===== src/rtl/lcd_pkg.sv =====
// Shared definitions for the LCD FIFO reader: FSM state encoding, HD44780
// command bytes and default bus timing for a 50 MHz clock.
package lcd_pkg;

  typedef enum logic [2:0] {
    ST_IDLE  = 3'd0,
    ST_READ  = 3'd1,
    ST_LATCH = 3'd2,
    ST_SETUP = 3'd3,
    ST_EHIGH = 3'd4,
    ST_HOLD  = 3'd5,
    ST_WAIT  = 3'd6
  } lcd_state_e;

  localparam logic [7:0] CLEAR         = 8'h01;
  localparam logic [7:0] HOME          = 8'h02;
  localparam logic [7:0] FUNC_SET_8BIT = 8'h38;
  localparam logic [7:0] DISP_ON       = 8'h0C;
  localparam logic [7:0] ENTRY_INC     = 8'h06;

  localparam int unsigned DEF_CMD_COUNT = 4;
  localparam int unsigned DEF_T_AS      = 50;
  localparam int unsigned DEF_T_PW      = 25;
  localparam int unsigned DEF_T_H       = 10;
  localparam int unsigned DEF_T_EXEC    = 2000;
  localparam int unsigned DEF_T_CLR     = 76000;

  // A zero-length phase still occupies one clock.
  function automatic int unsigned at_least_one(input int unsigned t);
    return (t == 0) ? 1 : t;
  endfunction

  function automatic int unsigned max2(input int unsigned a, input int unsigned b);
    return (a > b) ? a : b;
  endfunction

endpackage


===== src/rtl/lcd_delay_counter.sv =====
// Loadable down-counter timing every LCD bus phase; done marks the final
// cycle of the loaded interval (a load of 0 or 1 is a one-cycle interval).
module lcd_delay_counter #(
  parameter int unsigned W = 8
) (
  input  logic         clk,
  input  logic         rst,
  input  logic         load,
  input  logic [W-1:0] load_val,
  output logic [W-1:0] value,
  output logic         done
);

  always_ff @(posedge clk or negedge rst) begin
    if (!rst) begin
      value <= '0;
    end else if (load) begin
      value <= load_val;
    end else if (value != '0) begin
      value <= value - W'(1);
    end
  end

  assign done = (value <= W'(1));

endmodule


===== src/rtl/lcd_fifo_reader.sv =====
// Pops bytes from the LCD FIFO and drives the HD44780 8-bit write bus with
// setup / enable / hold / execution timing; leading bytes are commands.
module lcd_fifo_reader
  import lcd_pkg::*;
#(
  parameter int unsigned CMD_COUNT = DEF_CMD_COUNT,
  parameter int unsigned T_AS      = DEF_T_AS,
  parameter int unsigned T_PW      = DEF_T_PW,
  parameter int unsigned T_H       = DEF_T_H,
  parameter int unsigned T_EXEC    = DEF_T_EXEC,
  parameter int unsigned T_CLR     = DEF_T_CLR
) (
  input  logic       clk,
  input  logic       rst,
  input  logic       empty,
  input  logic [7:0] Data_out,
  output logic       rd_en,
  output logic       LCD_RS,
  output logic       LCD_RW,
  output logic       LCD_E,
  output logic [7:0] LCD_DATA,
  output logic       busy,
  output logic [7:0] byte_cnt
);

  localparam int unsigned AS_C   = at_least_one(T_AS);
  localparam int unsigned PW_C   = at_least_one(T_PW);
  localparam int unsigned H_C    = at_least_one(T_H);
  localparam int unsigned EXEC_C = at_least_one(T_EXEC);
  localparam int unsigned CLR_C  = at_least_one(T_CLR);
  localparam int unsigned MAX_T  = max2(max2(max2(AS_C, PW_C), max2(H_C, EXEC_C)), CLR_C);
  localparam int unsigned CW     = $clog2(MAX_T) + 1;

  lcd_state_e    state;
  logic          use_clr;
  logic          is_data;
  logic          is_clr;
  logic          dly_load;
  logic [CW-1:0] dly_val;
  logic [CW-1:0] dly_value;
  logic          dly_done;
  logic          dly_expired;

  lcd_delay_counter #(.W(CW)) u_delay (
    .clk      (clk),
    .rst      (rst),
    .load     (dly_load),
    .load_val (dly_val),
    .value    (dly_value),
    .done     (dly_done)
  );

  assign dly_expired = dly_done || (dly_value == '0);
  assign is_data     = ({24'd0, byte_cnt} >= CMD_COUNT);
  assign is_clr      = !is_data && (Data_out[7:2] == 6'd0) && (Data_out[1:0] != 2'd0);
  assign LCD_RW      = 1'b0;

  // The counter is reloaded on the last cycle of each phase so the next
  // phase sees its full length starting on its first cycle.
  always_comb begin
    dly_load = 1'b0;
    dly_val  = '0;
    case (state)
      ST_LATCH: begin
        dly_load = 1'b1;
        dly_val  = CW'(AS_C);
      end
      ST_SETUP: begin
        dly_load = dly_expired;
        dly_val  = CW'(PW_C);
      end
      ST_EHIGH: begin
        dly_load = dly_expired;
        dly_val  = CW'(H_C);
      end
      ST_HOLD: begin
        dly_load = dly_expired;
        dly_val  = use_clr ? CW'(CLR_C) : CW'(EXEC_C);
      end
      default: ;
    endcase
  end

  always_ff @(posedge clk or negedge rst) begin
    if (!rst) begin
      state    <= ST_IDLE;
      rd_en    <= 1'b0;
      LCD_RS   <= 1'b0;
      LCD_E    <= 1'b0;
      LCD_DATA <= '0;
      busy     <= 1'b0;
      byte_cnt <= '0;
      use_clr  <= 1'b0;
    end else begin
      case (state)
        ST_IDLE: begin
          if (!empty) begin
            state <= ST_READ;
            rd_en <= 1'b1;
            busy  <= 1'b1;
          end
        end
        ST_READ: begin
          rd_en <= 1'b0;
          state <= ST_LATCH;
        end
        ST_LATCH: begin
          LCD_DATA <= Data_out;
          LCD_RS   <= is_data;
          use_clr  <= is_clr;
          state    <= ST_SETUP;
        end
        ST_SETUP: begin
          if (dly_expired) begin
            LCD_E <= 1'b1;
            state <= ST_EHIGH;
          end
        end
        ST_EHIGH: begin
          if (dly_expired) begin
            LCD_E <= 1'b0;
            state <= ST_HOLD;
          end
        end
        ST_HOLD: begin
          if (dly_expired) begin
            if (byte_cnt != 8'hFF) byte_cnt <= byte_cnt + 8'd1;
            state <= ST_WAIT;
          end
        end
        ST_WAIT: begin
          if (dly_expired) begin
            busy  <= 1'b0;
            state <= ST_IDLE;
          end
        end
        default: state <= ST_IDLE;
      endcase
    end
  end

endmodule


===== config.mk =====
export PLATFORM = sky130hd
export DESIGN_NAME = lcd_fifo_reader
export DESIGN_NICKNAME = d
export VERILOG_FILES = /design/src/rtl/lcd_pkg.sv /design/src/rtl/lcd_delay_counter.sv /design/src/rtl/lcd_fifo_reader.sv
export SDC_FILE = /design/constraint.sdc
export NUM_CORES = 1
export LEC_CHECK = 0
export BUFFER_PORTS_ARGS = -buffer_cell sky130_fd_sc_hd__buf_2
export CAP_MARGIN = 20
export CELL_PAD_IN_SITES_DETAIL_PLACEMENT = 0
export CELL_PAD_IN_SITES_GLOBAL_PLACEMENT = 1
export CORE_MARGIN = 2
export CORE_UTILIZATION = 45
export DETAILED_ROUTE_END_ITERATION = 8
export GPL_ROUTABILITY_DRIVEN = 0
export PLACE_DENSITY_LB_ADDON = 0.25
export SYNTH_ARGS = -nofsm -noshare
export SYNTH_HDL_FRONTEND = slang
export SYNTH_HIERARCHICAL = 1
export SYNTH_SLANG_ARGS = --single-unit

===== constraint.sdc =====
create_clock -name clk -period 4 [get_ports clk]
set_clock_uncertainty 0.1 [all_clocks]
set_input_delay 0.8 -clock clk [delete_from_list [all_inputs] [get_ports clk]]
set_output_delay 0.8 -clock clk [all_outputs]
set_load 0.03 [all_outputs]

After elaboration in Yosys (flattened, before gate mapping). Cells that the tools add are included.

Flip-flop bits (word level): 42. Input port bits: 11. Output and inout port bits: 21. Logic and storage cells: 61.

Add/subtract/negate cells: 2. $lt $le $gt $ge: 2. Eq/ne operators: 12. Muxes and demuxes: 17. Reduce and logical (&&, ||, !) cells: 19.

Operators by type and width (number): 17-bit case mux with 4 select lines (1); 18-bit 2-to-1 mux (2); 3-bit case mux with 7 select lines (1); 18-bit by 1-bit less-or-equal comparator with 1-bit output, second input constant (1); 18-bit logical NOT (1); 18-bit nonzero test (1); 18-bit by 1-bit subtractor with 18-bit output, second input constant (1); 17-bit 2-to-1 mux (1); 3-bit 2-to-1 mux (5); 2-bit inequality test, second input constant (5); 2-bit nonzero test (5); 3-bit equality test, second input constant (3); 3-bit AND reduction (3); 8-bit by 1-bit adder with 8-bit output, second input constant (1); 8-bit by 3-bit greater-or-equal comparator with 1-bit output, second input constant (1); 8-bit inequality test, second input constant (1); 1-bit case mux with 2 select lines (4); 3-bit by 2-bit equality test with 1-bit output, second input constant (2); 6-bit logical NOT (1); 5-bit AND reduction (1); 3-bit by 1-bit equality test with 1-bit output, second input constant (1); 3-bit logical NOT (1); 1-bit 2-to-1 mux (3); 3-bit OR reduction (1); other kinds (4) (5).

Logic depth before layout (Yosys ltp). Gate-level depths: netlist of the first run.

Depth in word-level cells: 4. Gate-level depth with buffers: 9. Depth with buffers taken out: 8.

By module. Netlist of the first run, hierarchy kept.

By module, submodules not included: lcd_fifo_reader (times used 1, cells an instance 134, area an instance 1365.1 um^2, seq. area each 600.6 um^2); lcd_delay_counter (times used 1, cells an instance 111, area an instance 1109.8 um^2, seq. area each 450.4 um^2).

Least setup slack after synthesis of the first run. OpenSTA, ideal clock, no wires.

Path kind: reg2reg. From: register u_delay.value[14]. To: register u_delay.value[6]. Library setup time: 136 ps. Arrival time: 2682 ps. Data required time: 3764 ps. Setup slack: 1082 ps. Cell stages (with the launch flop): 8. Path buffers: 1. Clock period less this slack: 2918 ps. Path through: dfrtp_1 > or4_4 > nor4b_4 > o211a_1 > a41oi_4 > o21ai_0 > dlygate4sd1_1 > o21ai_0.

Longest elaborated chain between the ends: 4. Elaborated cells between the ends (all ways): 7. Those cells by class: order compare (1); mux (2); reduce/logical (4).

RTL lines: start: declaration (line lcd_delay_counter.sv:10) `output logic [W-1:0] value,`; start signal: assignment (line lcd_delay_counter.sv:18) `value <= load_val;`; start signal: assignment (line lcd_delay_counter.sv:20) `value <= value - W'(1);`; 18-bit by 1-bit less-or-equal comparator with 1-bit output (*) (line lcd_delay_counter.sv:24) `assign done = (value <= W'(1));`; named net dly_done (line lcd_fifo_reader.sv:41) `logic dly_done;`; 1-bit logical OR (*) (line lcd_fifo_reader.sv:53) `assign dly_expired = dly_done || (dly_value == '0);`; 1-bit case mux with 2 select lines (*) (line lcd_fifo_reader.sv:63) `case (state)`; named net dly_load (line lcd_fifo_reader.sv:38) `logic dly_load;`; 18-bit 2-to-1 mux / 2-bit nonzero test (equally long branches).

Mark *: on every way through the listed nets, which the timed path passes. The rest lies on a longest branch. A chain may end at the register's enable or synchronous reset.

Final worst setup path of the first run.
From: register u_delay.value[14]. To: register u_delay.value[5].

Same word-level chain as after synthesis.

==> results of run 1 <==
## where the power goes
group | total [W] | switching [W] | internal [W]
sequential | 0.000752 | 0.000179 | 0.000572
combinational | 0.000744 | 0.000436 | 0.000308
clock | 0.000283 | 0.000144 | 0.000139
## worst max-delay path, stage by stage, from the launching register on
cell and delay [ns]:
dfrtp_1 0.46, or4_4 0.57, nor4b_4 0.28, buf_4 0.19, o211a_1 0.27, a41o_1 0.21, o21ai_0 0.13, o21ai_2 0.18
buf_8 0.22, mux2_2 0.34
## cell usage in the layout, fill, tap and decap left out, types with 4 or more instances in the layout
master | synthesis | final
mux2_2 | 5 | 5
nor4_1 | 5 | 5
a211oi_1 | 4 | 4
nor3_1 | 12 | 12
inv_1 | 9 | 9
a22o_1 | 4 | 4
nand2_1 | 19 | 19
mux2_1 | 5 | 5
clkbuf_8 | 1 | 6
dfrtp_1 | 42 | 42
nand3_1 | 4 | 4
o31ai_1 | 4 | 4
conb_1 | 1 | 6
a21oi_1 | 9 | 9
ha_1 | 7 | 7
o21ai_1 | 5 | 5
xor2_1 | 4 | 4
buf_2 | 3 | 30
nor2_1 | 18 | 18
a31oi_1 | 4 | 4
o21ai_0 | 11 | 10
xnor2_1 | 15 | 15
nand4_1 | 7 | 7
## through the flow
step / setup WS (ns) / instance area [sq um] / utilization / hold slack [ns] / power [W]
6_report: 0.944 / 2800 / 0.517 / 0.391 / 0.00178
4_1_cts: 0.573 / 2780 / 0.514 / 0.401 / 0.00179
3_5_place_dp: 0.579 / 2690 / 0.497 / 0.372 / 0.00151
3_3_place_gp: 0.657 / 2690 / 0.497 / 0.363 / 0.00150
2_1_floorplan: 1.08 / 2490 / - / 0.399 / 0.00131
5_1_grt: 0.738 / 2800 / 0.517 / 0.422 / 0.00192
## kinds of logic after synthesis
logic type,count (synthesis),synth area share
xor+xnor,19,0.0672
compound gates,48,0.135
flops,42,0.425
other cells,1,0.00152
fa+ha+maj,7,0.0354
simple gates,98,0.245
mux,11,0.0495
buf+inv,19,0.0409
## Yosys cell counts (all sizes together) (3+ instances only)
master | count | area (sq um)
dfrtp | 42 | 1050
nor2 | 21 | 101
nand2 | 19 | 71.3
o21ai | 16 | 80.1
xnor2 | 15 | 131
nor3 | 14 | 80.1
mux2 | 10 | 113
a21oi | 9 | 45.0
inv | 9 | 33.8
nor4 | 9 | 90.1
ha | 7 | 87.6
nand4 | 7 | 43.8
o31ai | 6 | 55.1
buf | 5 | 33.8
or3 | 5 | 33.8
a211oi | 4 | 30.0
a22o | 4 | 35.0
a31oi | 4 | 25.0
and3 | 4 | 26.3
clkbuf | 4 | 25.0
nand3 | 4 | 20.0
or4 | 4 | 41.3
xor2 | 4 | 35.0
and2 | 3 | 18.8
## area by class of cell
class,count,area (sq um),share of cell area
sequential,42,1050,0.376
multi-input combinational,189,1350,0.481
timing repair buffer,33,180,0.0645
inverter,9,33.8,0.0121
clock inverter,2,12.5,0.00448
tap,72,90.1,0.0322
clock buffer,6,82.6,0.0295
## state kept, by name, indices dropped and copies added (netlist names)
register / flops
LCD_E: 1
use_clr: 1
state: 3
u_delay/value: 18
LCD_DATA: 8
rd_en: 1
byte_cnt: 8
busy: 1
LCD_RS: 1
## metal layers
metal,global-route usage,share of wire
met5,0,0
met4,0.0667,0.018
met3,0.0379,0.046
met2,0.282,0.45
met1,0.262,0.48
## path summary, 6_finish.rpt
path / start / end / slack [ns] / cells after the start
min reg2reg: LCD_DATA[6]$_DFFE_PN0P_ / LCD_DATA[6]$_DFFE_PN0P_ / 0.39 / 1
max in group asynchronous: rst / rd_en$_DFFE_PN0P_ / 2.70 / 1
min in group asynchronous: rst / u_delay/value[12]$_DFFE_PN0P_ / 0.54 / 1
max reg2reg: u_delay/value[14]$_DFFE_PN0P_ / u_delay/value[5]$_DFFE_PN0P_ / 0.94 / 9
max: u_delay/value[14]$_DFFE_PN0P_ / u_delay/value[5]$_DFFE_PN0P_ / 0.94 / 9
min: LCD_DATA[6]$_DFFE_PN0P_ / LCD_DATA[6]$_DFFE_PN0P_ / 0.39 / 1
==> metrics.md, run 1 <==
| Metric | Value |
|---|---|
| Hold Crit Class | `reg -> reg` |
| Final Max Slew Viols | `0` |
| Die area | `6110 sq um` |
| H-tree Lvls | `2` |
| Largest net degree at the start of global routing | `43` |
| Cell count after synthesis | `245` |
| Initial antenna violation count | `0` |
| Core Box Area | `5410 sq um` |
| Fillers | `534` |
| Initial Utilization | `0.458` |
| First-pass detailed-route iteration total | `4` |
| Routed wire length | `5090 um` |
| Post-synth EDFFs | `0` |
| Port bufs | `30` |
| Vias | `1875` |
| Residual DRC | `0` |
| TritonCTS Buffers | `5` |
| CTS tree | `built` |
| Crit Path Category | `reg -> reg` |
| Mapped Area | `2470 sq um` |
| Data arrival time at the worst-slack endpoint | `3.13 ns` |
| GRT Util Overall | `0.185` |
| Setup TNS | `0 ns` |
| Iter 0 DRT Violations | `47` |
| First-pass GRT wire length | `9070 um` |
| Rows | `27` |
| Synth warn | `6` |
| Fin. Hold Viols | `0` |
| #FFs+latches synth | `42` |
| CP Capture Type | `register` |
| Syn_area_per_cell | `10.1 sq um` |
| Layout cells sized above 1 | `0.238` |
| Worst skew pair latency | `0.29 ns` |
| Clock Tree Buf Depth | `2` |
| Placed cells | `344` |
| Tightest Pin Transition | `0.916 ns` |
| Relative slew slack | `0.390` |
| Worst-path maximum fanout | `24` |
| Ys async rst share | `1.00` |
| Cell Pwr Density | `636 nW/um^2` |
| Final setup fails | `0` |
| Synth cell types | `53` |
| Die Height | `78.2 um` |
| Max-Cap Viols | `0` |
| Period utilisation layout | `0.764` |
| Startpoint types | `register` |
| Die Width | `78.2 um` |
| Sequential-to-total area share from yosys stat | `0.425` |
| CTS Hold Bufs | `0` |
| Post-CTS sizing | `0` |
| Max VDD drop | `510 uV` |
| Number of top-level pins | `32` |
| N_diodes | `0` |
| Nets | `298` |
| Post-CTS Setup Repair Bufs | `0` |
| Peak Freq | `327 MHz` |
| Area delta synth->final | `12.9%` |
| Root Buffer | `clkbuf_8` |
| WP data required | `4.08 ns` |
| Top FF cell, synth | `dfrtp_1` |
| Clock sink count | `42` |
| Post-route ant nets | `0` |
| RSZ-0062 raised after global routing | `no` |
| Number of global-route vias before repair | `1857` |
| Detailed-route wire length per cell | `14.4 um` |
| Leak Pwr | `1.22 nW` |
| GR Overflow Total | `0` |
| Worst-path clk slew | `0.08 ns` |
| Post-DP HPWL | `3760 um` |
| Status | `complete, no violations` |
| Via density | `5.31` |
| Fin cells | `353` |
| Minimum clock period | `3.06 ns` |
Power figures use the tool's default switching activity.
==> run 2: changes to the inputs <==
--- a/config.mk
+++ b/config.mk
@@ -5,12 +5,13 @@
 export SDC_FILE = /design/constraint.sdc
 export NUM_CORES = 1
 export LEC_CHECK = 0
+export ABC_AREA = 1
 export BUFFER_PORTS_ARGS = -buffer_cell sky130_fd_sc_hd__buf_2
 export CAP_MARGIN = 20
 export CELL_PAD_IN_SITES_DETAIL_PLACEMENT = 0
 export CELL_PAD_IN_SITES_GLOBAL_PLACEMENT = 1
 export CORE_MARGIN = 2
-export CORE_UTILIZATION = 45
+export CORE_UTILIZATION = 42
 export DETAILED_ROUTE_END_ITERATION = 8
 export GPL_ROUTABILITY_DRIVEN = 0
 export PLACE_DENSITY_LB_ADDON = 0.25
==> constraint.sdc (replaced) <==
create_clock -name clk -period 3.1 [get_ports clk]
set_clock_uncertainty 0.1 [all_clocks]
set_input_delay 0.62 -clock clk [delete_from_list [all_inputs] [get_ports clk]]
set_output_delay 0.62 -clock clk [all_outputs]
set_load 0.03 [all_outputs]
==> metrics.md, run 2 <==
| Metric | Value |
|---|---|
| Status | `complete, no violations (unchanged)` |
| CTS tree | `built (unchanged)` |
| Total power | `0.00272 W (was 0.00178 W)` |
| Met3 GRT Util | `0.0233 (was 0.0379)` |
| M2 GR Usage | `0.315 (was 0.282)` |
| Cell count after synthesis | `389 (was 245)` |
| Die Width | `85.2 um (was 78.2 um)` |
| First-pass GRT wire length | `11300 um (was 9070 um)` |
| Placed cells | `497 (was 344)` |
| Fin cells | `506 (was 353)` |
| Syn_area_per_cell | `7.12 sq um (was 10.1 sq um)` |
| CP peak stage delay | `0.41 ns (was 0.57 ns)` |
| Synth top area share | `0.380 (was 0.425)` |
| GRT Util Overall | `0.191 (was 0.185)` |
| Leak Pwr | `1.71 nW (was 1.22 nW)` |
| Setup TNS | `0 ns (unchanged)` |
| CP most frequent cell | `inv_1` |
| GR Util met1 | `0.260 (was 0.262)` |
| Port bufs | `30 (unchanged)` |
| Yosys top cell by area | `dfrtp_1 (unchanged)` |
| Synth top cells by count | `nand2_1, nor2_1, dfrtp_1 (was dfrtp_1, nand2_1, nor2_1)` |
| Peak Freq | `372 MHz (was 327 MHz)` |
| Rows | `29 (was 27)` |
| Largest net degree at the start of global routing | `43 (unchanged)` |
| Mapped Area | `2770 sq um (was 2470 sq um)` |
| Root Buffer | `clkbuf_8 (unchanged)` |
| Die Height | `85.2 um (was 78.2 um)` |
| Via density | `4.87 (was 5.31)` |
| Core Box Area | `6350 sq um (was 5410 sq um)` |
| TritonCTS Buffers | `5 (unchanged)` |
| Post-route ant nets | `0 (unchanged)` |
| Final Max Slew Viols | `0 (unchanged)` |
| Max VDD drop | `466 uV (was 510 uV)` |
| Top FF cell, synth | `dfrtp_1 (unchanged)` |
| Synth cell types | `36 (was 53)` |
| WP data required | `3.21 ns (was 4.08 ns)` |
| Die area | `7260 sq um (was 6110 sq um)` |
| Busiest layer in global routing | `met2 (unchanged)` |
| #FFs+latches synth | `42 (unchanged)` |
| Hold Crit Class | `in -> async (was reg -> reg)` |
| Clock sink count | `42 (unchanged)` |
| Tightest Pin Transition | `0.788 ns (was 0.916 ns)` |
| Setup ws final | `0.413 ns (was 0.944 ns)` |
| Initial antenna violation count | `0 (unchanged)` |
| Post-CTS sizing | `0 (unchanged)` |
| Ranking of synthesized cells by area | `dfrtp_1, nand2_1, nor2_1 (was dfrtp_1, xnor2_1, ha_1)` |
| Initial Utilization | `0.436 (was 0.458)` |
| Most common cell after layout, fill and taps aside | `nand2_1 (was dfrtp_1)` |
| Vias | `2463 (was 1875)` |
| Ys async rst share | `1.00 (unchanged)` |
| Startpoint types | `register (unchanged)` |
| Worst-path maximum fanout | `26 (was 24)` |
| Top flop regs | `u_delay/value: 18 flops, LCD_DATA: 8 flops, byte_cnt: 8 flops (unchanged)` |
| Minimum clock period | `2.69 ns (was 3.06 ns)` |
| N_diodes | `0 (unchanged)` |
| Cell Pwr Density | `866 nW/um^2 (was 636 nW/um^2)` |
| Max reg flops | `18 (unchanged)` |
| Number of top-level pins | `32 (unchanged)` |
| Clock Tree Buf Depth | `2 (unchanged)` |
| Sequential-to-total area share from yosys stat | `0.380 (was 0.425)` |
| Iter 0 DRT Violations | `68 (was 47)` |
| Post-synth EDFFs | `0 (unchanged)` |
| Post-DP HPWL | `4670 um (was 3760 um)` |
| Buf/Inv on CP | `4 (was 2)` |
| Data arrival time at the worst-slack endpoint | `2.80 ns (was 3.13 ns)` |
| Slowest cell on crit path | `dfrtp_1 (was or4_4)` |
| CTS Hold Bufs | `0 (unchanged)` |
| Period utilisation layout | `0.867 (was 0.764)` |
| H-tree Lvls | `2 (unchanged)` |
| Final setup fails | `0 (unchanged)` |
| Fin. Hold Viols | `0 (unchanged)` |
| Cell family contributing the most delay on the critical path | `simple AND/OR/NAND/NOR gates (unchanged)` |
| Commonest non-fill, non-tap cells in the layout | `nand2_1, nor2_1, dfrtp_1 (was dfrtp_1, buf_2, nand2_1)` |
| GR Overflow Total | `0 (unchanged)` |
| Area delta synth->final | `13.3% (was 12.9%)` |
| Setup slack at placement | `0.463 ns (was 0.579 ns)` |
| Nets | `446 (was 298)` |
| Top-count cell post-synth | `nand2_1 (was dfrtp_1)` |
| Number of global-route vias before repair | `2399 (was 1857)` |
| Worst skew pair latency | `0.29 ns (about the same)` |
| Synth warn | `6 (unchanged)` |
| Largest reg by FF count | `u_delay/value (unchanged)` |
| Crit Path Category | `reg -> reg (unchanged)` |
| Detailed-route wire length per cell | `12.5 um (was 14.4 um)` |
| CP Cell Sequence | `inv_1 > ha_1 > o211ai_1 > nor4_1 > inv_1 > nand2_1 > o21ai_0 > nand2_1 > inv_1 > nand4_4 > clkinv_4 > a21oi_1 (was or4_4 > nor4b_4 > buf_4 > o211a_1 > a41o_1 > o21ai_0 > o21ai_2 > buf_8 > mux2_2)` |
| Residual DRC | `0 (unchanged)` |
| Post-CTS Setup Repair Bufs | `0 (unchanged)` |
| Max-Cap Viols | `0 (unchanged)` |
| CP Capture Type | `register (unchanged)` |
| Layout cells sized above 1 | `0.186 (was 0.238)` |
| RSZ-0062 raised after global routing | `no (unchanged)` |
| Routed wire length | `6330 um (was 5090 um)` |
| First-pass detailed-route iteration total | `4 (unchanged)` |
| Worst-path clk slew | `0.08 ns (about the same)` |
| Relative slew slack | `0.474 (was 0.390)` |
-- run 2: cell count changes after synthesis, sizes merged, moves of 5 or more --
| cell | delta |
|---|---|
| mux2 | -10 |
| nor3 | -13 |
| or3 | -5 |
| nor2 | +45 |
| o31ai | -6 |
| nand3b | +5 |
| or2 | +7 |
| xnor2 | -14 |
| nor4 | -8 |
| nand3 | +33 |
| inv | +32 |
| nand2 | +108 |
-- run 2: layout make-up --
cell class                      count  area [sq um]
Fill cell                         687          3210
Clock buffer                        8           110
Sequential cell                    42          1050
Inverter                           42           163
Timing Repair Buffer               34           193
Tap cell                           77          96.3
Multi-Input combinational cell    303          1520
-- run 2: path summary, 6_finish.rpt --
kind                                               from  cells after the start                            end  slack, ns
max reg2reg                u_delay/value[0]$_DFFE_PN0P_                     12   u_delay/value[4]$_DFFE_PN0P_       0.41
min in group clk                     LCD_RS$_DFFE_PN0P_                      2             LCD_RS$_DFFE_PN0P_       0.37
min                                                 rst                      1  u_delay/value[17]$_DFFE_PN0P_       0.16
max in group asynchronous                           rst                      2   u_delay/value[8]$_DFFE_PN0P_       2.24
min reg2reg                          LCD_RS$_DFFE_PN0P_                      2             LCD_RS$_DFFE_PN0P_       0.37
max                        u_delay/value[0]$_DFFE_PN0P_                     12   u_delay/value[4]$_DFFE_PN0P_       0.41
-- run 2: report_power, final --
group	switching (W)	total, W	internal (W)
logic	0.000896	0.00136	0.000464
registers	0.000201	0.000937	0.000736
clock network	0.000194	0.000420	0.000225
total	0.00129	0.00272	0.00142
-- run 2: layer usage --
layer  routed length, um  vias to the layer above
met2                3060                       36
li1                    -                     1295
met4                  61                        0
met3                 181                        4
met5                   0                        -
met1                3030                     1128
-- run 2: stage by stage --
step / cell area, sq um / hold WS (ns) / utilization
floorplan: 2790 / 0.224 / -
global placement: 3010 / 0.352 / 0.473
detailed placement: 3010 / 0.359 / 0.473
CTS: 3120 / 0.379 / 0.491
global route: 3140 / 0.185 / 0.494
finish: 3140 / 0.157 / 0.494
-- run 2: cell families (layout without fill, tap and decap cells) --
| kind of cell | Yosys count | count (layout) | share of synthesized area |
|---|---|---|---|
| other | 1 | 6 | 0.00135 |
| AOI/OAI and AO/OA | 31 | 31 | 0.0741 |
| buffers and inverters | 49 | 84 | 0.0768 |
| and+or+nand+nor | 252 | 252 | 0.414 |
| DFF | 42 | 42 | 0.380 |
| adders and majority gates | 7 | 7 | 0.0316 |
| xor gates and xnor gates | 7 | 7 | 0.0221 |
-- run 2: worst register-to-register path, delay by kind of cell (launching register included) --
family	cells	cell delay, ns
AO/OA/AOI/OAI	3	0.36
adder cells (fa/ha/maj)	1	0.30
buffers and inverters	4	0.70
flip-flops	1	0.41
AND/OR/NAND/NOR	4	0.72
